**src/rtl/sfp_pkg.sv**
```systemverilog
// sfp_array shared types.
// FSM state encoding for the tile sequencer.
package sfp_pkg;

  typedef enum logic [1:0] {
    ACC  = 2'd0,
    POST = 2'd1,
    HOLD = 2'd2
  } state_t;

endpackage

```
**src/rtl/sfp_lane.sv**
```systemverilog
// sfp_array single lane.
// Saturating signed accumulator with threshold-ReLU and clear.
module sfp_lane #(
  parameter int bw      = 8,
  parameter int psum_bw = 16
) (
  input  logic               clk,
  input  logic               reset,
  input  logic [bw-1:0]      operand,
  input  logic [psum_bw-1:0] thres,
  input  logic               acc_en,
  input  logic               relu_apply,
  input  logic               clr,
  output logic [psum_bw-1:0] psum,
  output logic               sat
);

  localparam logic [psum_bw-1:0] PMAX = {1'b0, {(psum_bw-1){1'b1}}};
  localparam logic [psum_bw-1:0] PMIN = {1'b1, {(psum_bw-1){1'b0}}};

  logic [psum_bw-1:0] psum_q;
  logic               sat_q;
  logic [psum_bw:0]   sum;
  logic               ovf;
  logic [psum_bw-1:0] clamped;
  logic               below;

  // Wide sum, overflow detect and clamp.
  always_comb begin
    sum = {psum_q[psum_bw-1], psum_q}
        + {{(psum_bw+1-bw){operand[bw-1]}}, operand};
    ovf = sum[psum_bw] ^ sum[psum_bw-1];
    clamped = sum[psum_bw-1:0];
    if (ovf) begin
      clamped = sum[psum_bw] ? PMIN : PMAX;
    end
    below = $signed(psum_q) < $signed(thres);
  end

  // Accumulate, apply ReLU, or clear on handshake.
  always_ff @(posedge clk or posedge reset) begin
    if (reset) begin
      psum_q <= '0;
      sat_q  <= 1'b0;
    end else if (clr) begin
      psum_q <= '0;
      sat_q  <= 1'b0;
    end else if (acc_en) begin
      psum_q <= clamped;
      sat_q  <= sat_q | ovf;
    end else if (relu_apply && below) begin
      psum_q <= '0;
    end
  end

  assign psum = psum_q;
  assign sat  = sat_q;

endmodule

```
**src/rtl/sfp_array.sv**
```systemverilog
// sfp_array top: tile sequencer and lane array.
// Accumulates beats, applies ReLU, holds result until consumed.
module sfp_array
  import sfp_pkg::*;
#(
  parameter int bw      = 8,
  parameter int psum_bw = 16,
  parameter int col     = 8
) (
  input  logic                   clk,
  input  logic                   reset,
  input  logic [col*bw-1:0]      in,
  input  logic                   in_valid,
  input  logic                   in_last,
  output logic                   in_ready,
  input  logic                   relu_en,
  input  logic [psum_bw-1:0]     thres,
  output logic [col*psum_bw-1:0] out,
  output logic [col-1:0]         out_sat,
  output logic                   out_valid,
  input  logic                   out_ready
);

  state_t             state_q;
  state_t             state_d;
  logic               relu_q;
  logic [psum_bw-1:0] thres_q;
  logic               accept;
  logic               relu_apply;
  logic               clr;

  assign in_ready   = (state_q == ACC);
  assign out_valid  = (state_q == HOLD);
  assign accept     = in_valid && in_ready;
  assign relu_apply = (state_q == POST) && relu_q;
  assign clr        = (state_q == HOLD) && out_ready;

  // State register.
  always_ff @(posedge clk or posedge reset) begin
    if (reset) state_q <= ACC;
    else       state_q <= state_d;
  end

  // Next-state: last beat -> POST -> HOLD -> ACC on handshake.
  always_comb begin
    state_d = state_q;
    unique case (state_q)
      ACC:     if (accept && in_last) state_d = POST;
      POST:    state_d = HOLD;
      HOLD:    if (out_ready) state_d = ACC;
      default: state_d = ACC;
    endcase
  end

  // Capture tile post-processing controls with the last beat.
  always_ff @(posedge clk or posedge reset) begin
    if (reset) begin
      relu_q  <= 1'b0;
      thres_q <= '0;
    end else if (accept && in_last) begin
      relu_q  <= relu_en;
      thres_q <= thres;
    end
  end

  for (genvar i = 0; i < col; i++) begin : g_lane
    sfp_lane #(
      .bw      (bw),
      .psum_bw (psum_bw)
    ) u_lane (
      .clk        (clk),
      .reset      (reset),
      .operand    (in[i*bw +: bw]),
      .thres      (thres_q),
      .acc_en     (accept),
      .relu_apply (relu_apply),
      .clr        (clr),
      .psum       (out[i*psum_bw +: psum_bw]),
      .sat        (out_sat[i])
    );
  end

endmodule

```
**config.mk**
```make
export PLATFORM = sky130hd
export DESIGN_NAME = sfp_array
export DESIGN_NICKNAME = d
export VERILOG_FILES = /design/src/rtl/sfp_pkg.sv /design/src/rtl/sfp_lane.sv /design/src/rtl/sfp_array.sv
export SDC_FILE = /design/constraint.sdc
export NUM_CORES = 1
export LEC_CHECK = 0
export CAP_MARGIN = 20
export CORE_AREA = 10 10 172 174
export CTS_CLUSTER_SIZE = 24
export DETAILED_ROUTE_END_ITERATION = 6
export DIE_AREA = 0 0 182 184
export PLACE_DENSITY = 0.95
export SYNTH_ARGS = -nofsm -noshare
export SYNTH_HDL_FRONTEND = slang
export SYNTH_SLANG_ARGS = --single-unit
```
**constraint.sdc**
```tcl
create_clock -name clk -period 11.3 [get_ports clk]
set_input_delay 1.13 -clock clk [delete_from_list [all_inputs] [get_ports clk]]
set_output_delay 1.13 -clock clk [all_outputs]
set_load 0.03 [all_outputs]
```
# Word-level counts from Yosys, hierarchy flattened
# Index checks and enable logic that the tools add are counted.
# Widths: inputs -> output; s select.
[classes]
n_reduce_logical = 23
add_sub_neg = 8
magnitude_cmp = 8
n_mux = 59
eq_ne = 4
bitwise = 16
[op_table]
columns = ["op", "n"]
rows = [
  ["$mux 16", 40],
  ["$add 16x8->17", 8],
  ["$lt 16x16->1", 8],
  ["$reduce_bool 3->1", 8],
  ["$mux 1", 16],
  ["$logic_and 1x1->1", 12],
  ["$or 1x1->1", 8],
  ["$xor 1x1->1", 8],
  ["$pmux 2 s3", 1],
  ["$mux 2", 2],
  ["$ne 2x1->1 const B", 2],
  ["$eq 2x1->1 const B", 1],
  ["$eq 2x2->1 const B", 1],
  ["$logic_not 2->1", 1],
  ["$reduce_and 2->1", 1],
  ["$reduce_bool 2->1", 1],
]
[totals]
in_bits = 86
word_cells = 137
output_inout_bits = 138
reg_bits = 155

# Longest topological paths before layout
[logic_depth]
depth_word = 6
depth_mapped = 11
ltp_nobuf = 10

# By module
# A second synthesis with hierarchy kept.
[hier_totals]
cells_unflattened = 1727
hier_area_um2 = 16144.2
[modules_own_cells]
columns = ["mod", "area_each_um2", "seq_area_each_um2", "instances", "cells_each"]
rows = [
  ["sfp_lane at g_lane[1].u_lane ...", 1914.3, 425.4, 5, 206],
  ["sfp_lane at g_lane[6].u_lane ...", 1964.4, 425.4, 2, 223],
  ["sfp_lane at g_lane[0].u_lane", 1855.5, 425.4, 1, 204],
  ["sfp_array", 788.3, 475.5, 1, 47],
]

# Worst setup path before layout
# No wires, ideal clock.
[synth_timing]
path_kind = "input to register"
start = "input in[48]"
end = "register g_lane[6].u_lane.psum_q[2]"
required_ns = 11.179
path_slack_ns = 7.668
cell_stages = 11
path_buffers = 1
setup_time_ns = 0.121
t_arrival_ns = 3.511
path_cell_list = "ha_1 > fa_1 > a21oi_2 > o211ai_1 > o41ai_2 > o21a_2 > o2111ai_1 > o21a_2 > buf_6 > maj3_1 > a22o_1"
[synth_between]
elab_chain_cells = 5
word_cells_on_any_way = 6
classes_between = "add/sub: 1; mux: 4; bitwise: 1"
[synth_rtl]
columns = ["element", "line", "source"]
rows = [
  ["from (decl)", "sfp_array.sv:12", "input logic [col*bw-1:0] in,"],
  ["$add 16x8->17 (*)", "sfp_lane.sv:31", "+ {{(psum_bw+1-bw){operand[bw-1]}}, operand};"],
  ["$mux 16 / $xor 1x1->1 (equally long branches)", "sfp_lane.sv:35, sfp_lane.sv:32", ""],
  ["$mux 16 (*)", "sfp_lane.sv:34", "if (ovf) begin"],
  ["$mux 16 (*)", "sfp_lane.sv:48", "end else if (acc_en) begin"],
  ["$mux 16 (*)", "sfp_lane.sv:45", "end else if (clr) begin"],
  ["to (signal assigned)", "sfp_lane.sv:49", "psum_q <= clamped;"],
  ["to (decl)", "sfp_lane.sv:21", "logic [psum_bw-1:0] psum_q;"],
]
# Every way passes the cells marked *; elsewhere a longest branch is shown, timed or not.
# A chain may end at the register's enable or synchronous reset.

# Final worst setup path
[layout_timing]
start = "input in[56]"
end = "register g_lane[7].u_lane.psum_q[12]"
[layout_between]
elab_chain_cells = 5
word_cells_on_any_way = 6
classes_between = "add/sub: 1; mux: 4; bitwise: 1"
[layout_rtl]
columns = ["element", "line"]
rows = [
  ["$add 16x8->17 (*)", "sfp_lane.sv:31"],
  ["$mux 16 / $xor 1x1->1 (equally long branches)", "sfp_lane.sv:35, sfp_lane.sv:32"],
  ["$mux 16 (*)", "sfp_lane.sv:34"],
  ["$mux 16 (*)", "sfp_lane.sv:48"],
  ["$mux 16 (*)", "sfp_lane.sv:45"],
  ["to (signal assigned)", "sfp_lane.sv:49"],
  ["to (decl)", "sfp_lane.sv:21"],
]
# Marks and branches as above.

==> run metrics <==
status finished, final reports clean; GRT overflow 0; H-Tree Depth 4; CP Buf/Inv Count 1; most used flip-flop cell after synthesis dfrtp_1; die area between 30000 and 40000 um2; layout cell share with drive strength beyond 1 under 10%; Slowest Stage Delay on Critical Path about 0.48 ns; worst setup path end g_lane[7].u_lane.psum[12]; Setup violations, final 0; Worst Setup Start Kind input port; Netlist cell types 95; Leakage 0.00855 uW; WP data required between 10 and 15 ns; Reg2Reg Depth 10; DP Wirelength ~36000 um; r2r setup slk about 7.9 ns; Top delay family on crit path compound AO/OA/AOI/OAI gates; Synthesized Nets 1996; most frequent cell after synthesis ha_1; core area between 20000 and 30000 um2; Final Skew approximately 0.011 ns; first-pass GRT wire length between 70000 and 80000 um; Arrival @ worst endpoint around 4.4 ns; post-CTS setup buffer count 0; Fin. Hold Viols 0; EDFF count, synth 0; via count between 10000 and 15000; Die X-Extent ~180 um; Pwr Total approximately 6400 uW; Synth area leader dfrtp_1; DR vias/cell approximately 6.7; WS Path Type input port to flip-flop; initial core utilization between 50% and 60%; Critical Path, Cell by Cell clkdlybuf4s50_1 > ha_1 > fa_1 > a21o_1 > a41o_1 > nor4_2 > nor3_1 > o32ai_2 > o21ba_2 > a211o_1 > o311ai_0; Final ANT Viol Nets 0; clock buffer depth 2; Nets 2199; largest net degree at the start of global routing between 70 and 80; Synth Register Bits 155; Worst-path clk slew ~0.06 ns; Core Rows 59; power per cell area between 300 and 400 nW/um2; hold buffer count at CTS 0; DP Worst Slack a little under 7 ns; Slew HR roughly a third; final instance area about 18000 um2; global placement routability congestion around 0.94; min Tclk post-route 4.12 ns; Async SR Flop Fraction 100%; initial antenna violation count 0; CP max FO 15; drt drc 0; post-cts resize count 0; Yosys top cell area share 25.2%; syn_area_per_cell 9.32 um2; root buf cell clkbuf_16; Synth area leaders dfrtp_1 25%, ha_1 20%, a221o_1 3.8%; Fmax achieved between 200 and 250 MHz; Num CTS Buffers 17; Critical Path Source in[56]; dpl cell area 17900 um2; RR Startpoint g_lane[7].u_lane.psum[0]; Routed WL per cell roughly 22 um; Critical R2R Capture g_lane[7].u_lane.psum[12]; io pins 224; Detailed Routing Iterations Pass 1 5; Syn Inst Count around 1700; diodes inserted 0; worst hold margin between 0.4 and 0.5 ns; number of global-route vias before repair 14800; DRT Wirelength around 48000 um; sequential share of the synthesized area around 25%; Least-Margin Pin Slew roughly 1 ns; Hold Path Class flip-flop to flip-flop; clock latency on the worst-skew pair approximately 0.43 ns; port bufs ~220; fin crit share between 30% and 40%; Worst path depth 11; max cap viols 0; worst vdd rail ir drop a little over 0.2 mV; slowest stage cell, crit path o32ai_2; first-iteration detailed-routing DRC count roughly 1500; fillcell total 1770; multi-input combinational cell area roughly 11000 um2; max-slew violation count 0; mapped cell area approximately 15000 um2; Setup crit end kind flip-flop; Layout area overhead 19.9%; PnR worst setup slack a little over 7 ns; CTS sink cnt roughly 160; CTS tree yes; RSZ-0062 raised after global routing no; storage element area 3880 um2; Final TNS setup 0 ns; die height between 150 and 200 um; ranking of synthesized cells by instance count 248 x ha_1, 155 x dfrtp_1, 109 x a21oi_1; yosys synthesis warning count 0; Global Route Usage Sum ~27%
worst min path at each step:
stage	start	cells after the start	slack, ns	to
after global placement	g_lane[5].u_lane.sat	2	0.46	g_lane[5].u_lane.sat
after global routing	g_lane[5].u_lane.sat	2	0.51	g_lane[5].u_lane.sat
after detailed placement	g_lane[5].u_lane.sat	2	0.47	g_lane[5].u_lane.sat
after floorplan	g_lane[0].u_lane.sat	2	0.45	g_lane[0].u_lane.sat
after CTS	g_lane[5].u_lane.sat	2	0.48	g_lane[5].u_lane.sat
final	g_lane[5].u_lane.sat	2	0.48	g_lane[5].u_lane.sat
kinds of logic after synthesis:
| group | after synthesis | share of synthesized area (%) |
|---|---|---|
| AOI/OAI and AO/OA | 603 | 28.8 |
| and+or+nand+nor | 399 | 13.1 |
| adders and majority gates | 291 | 23.6 |
| muxes | 6 | 0.414 |
| xor gates and xnor gates | 93 | 5.89 |
| buffers and inverters | 107 | 3.06 |
| DFF | 155 | 25.2 |
worst min-delay path: stages (launching register included):
cell and delay [ns]:
dfrtp_1 0.34, nand2_1 0.04, o21ai_0 0.06
state kept, by name, summed over array words and instances, names as in the netlist:
register            cells
state_q                 2
g_lane.u_lane.psum    128
thres_q                16
relu_q                  1
g_lane.u_lane.sat       8
per-stage QoR:
step / utilization [%] / instances
finish: 71.4 / 2205
global route: 71.4 / 2205
CTS: 71.0 / 2197
detailed placement: 68.9 / 2165
global placement: 68.8 / 2162
floorplan: - / 1654
area by class of cell:
class                   count  area share (%)
clock inverters            10           0.359
inverters                  54            1.12
multi-input cells        1392            59.9
flip-flops and latches    155            21.0
repair buffers            237            12.7
clock buffers              22            2.62
well taps                 335            2.27
report_power, final:
group / internal, uW / switching, uW
combinational: 2040 / 2610
clock: 304 / 233
sequential: 816 / 391
total: 3160 / 3240
placed cells by master, fill, tap and decap left out, types with 6 or more instances in the layout:
master / instances
nand2_1: 102
maj3_1: 20
xnor2_1: 52
buf_4: 13
fa_1: 8
o21bai_1: 11
a21oi_1: 109
o211a_1: 10
a22oi_1: 12
ha_1: 248
a211oi_1: 27
o21ai_0: 100
nand3_1: 26
inv_1: 53
or3_1: 7
nor2b_1: 23
and2_1: 6
and3_1: 14
a41o_1: 8
a31oi_1: 16
clkdlybuf4s50_1: 223
nor3_1: 22
nand2b_1: 29
xor2_1: 33
a22o_1: 36
maj3_2: 15
clkbuf_16: 17
o21a_1: 31
o31a_1: 8
dfrtp_1: 155
nand4_1: 24
or4_1: 8
o21ai_1: 19
a21o_1: 72
nor2_1: 105
a221o_1: 58
metal layers:
metal	GRT usage [%]	up-vias	wire length [um]
met5	0	-	0
met4	13.1	0	2090
met3	5.67	164	4300
met2	46.8	780	23000
met1	32.3	7027	18500
li1	-	6795	-
No activity file was read; power rests on OpenSTA's default activity.
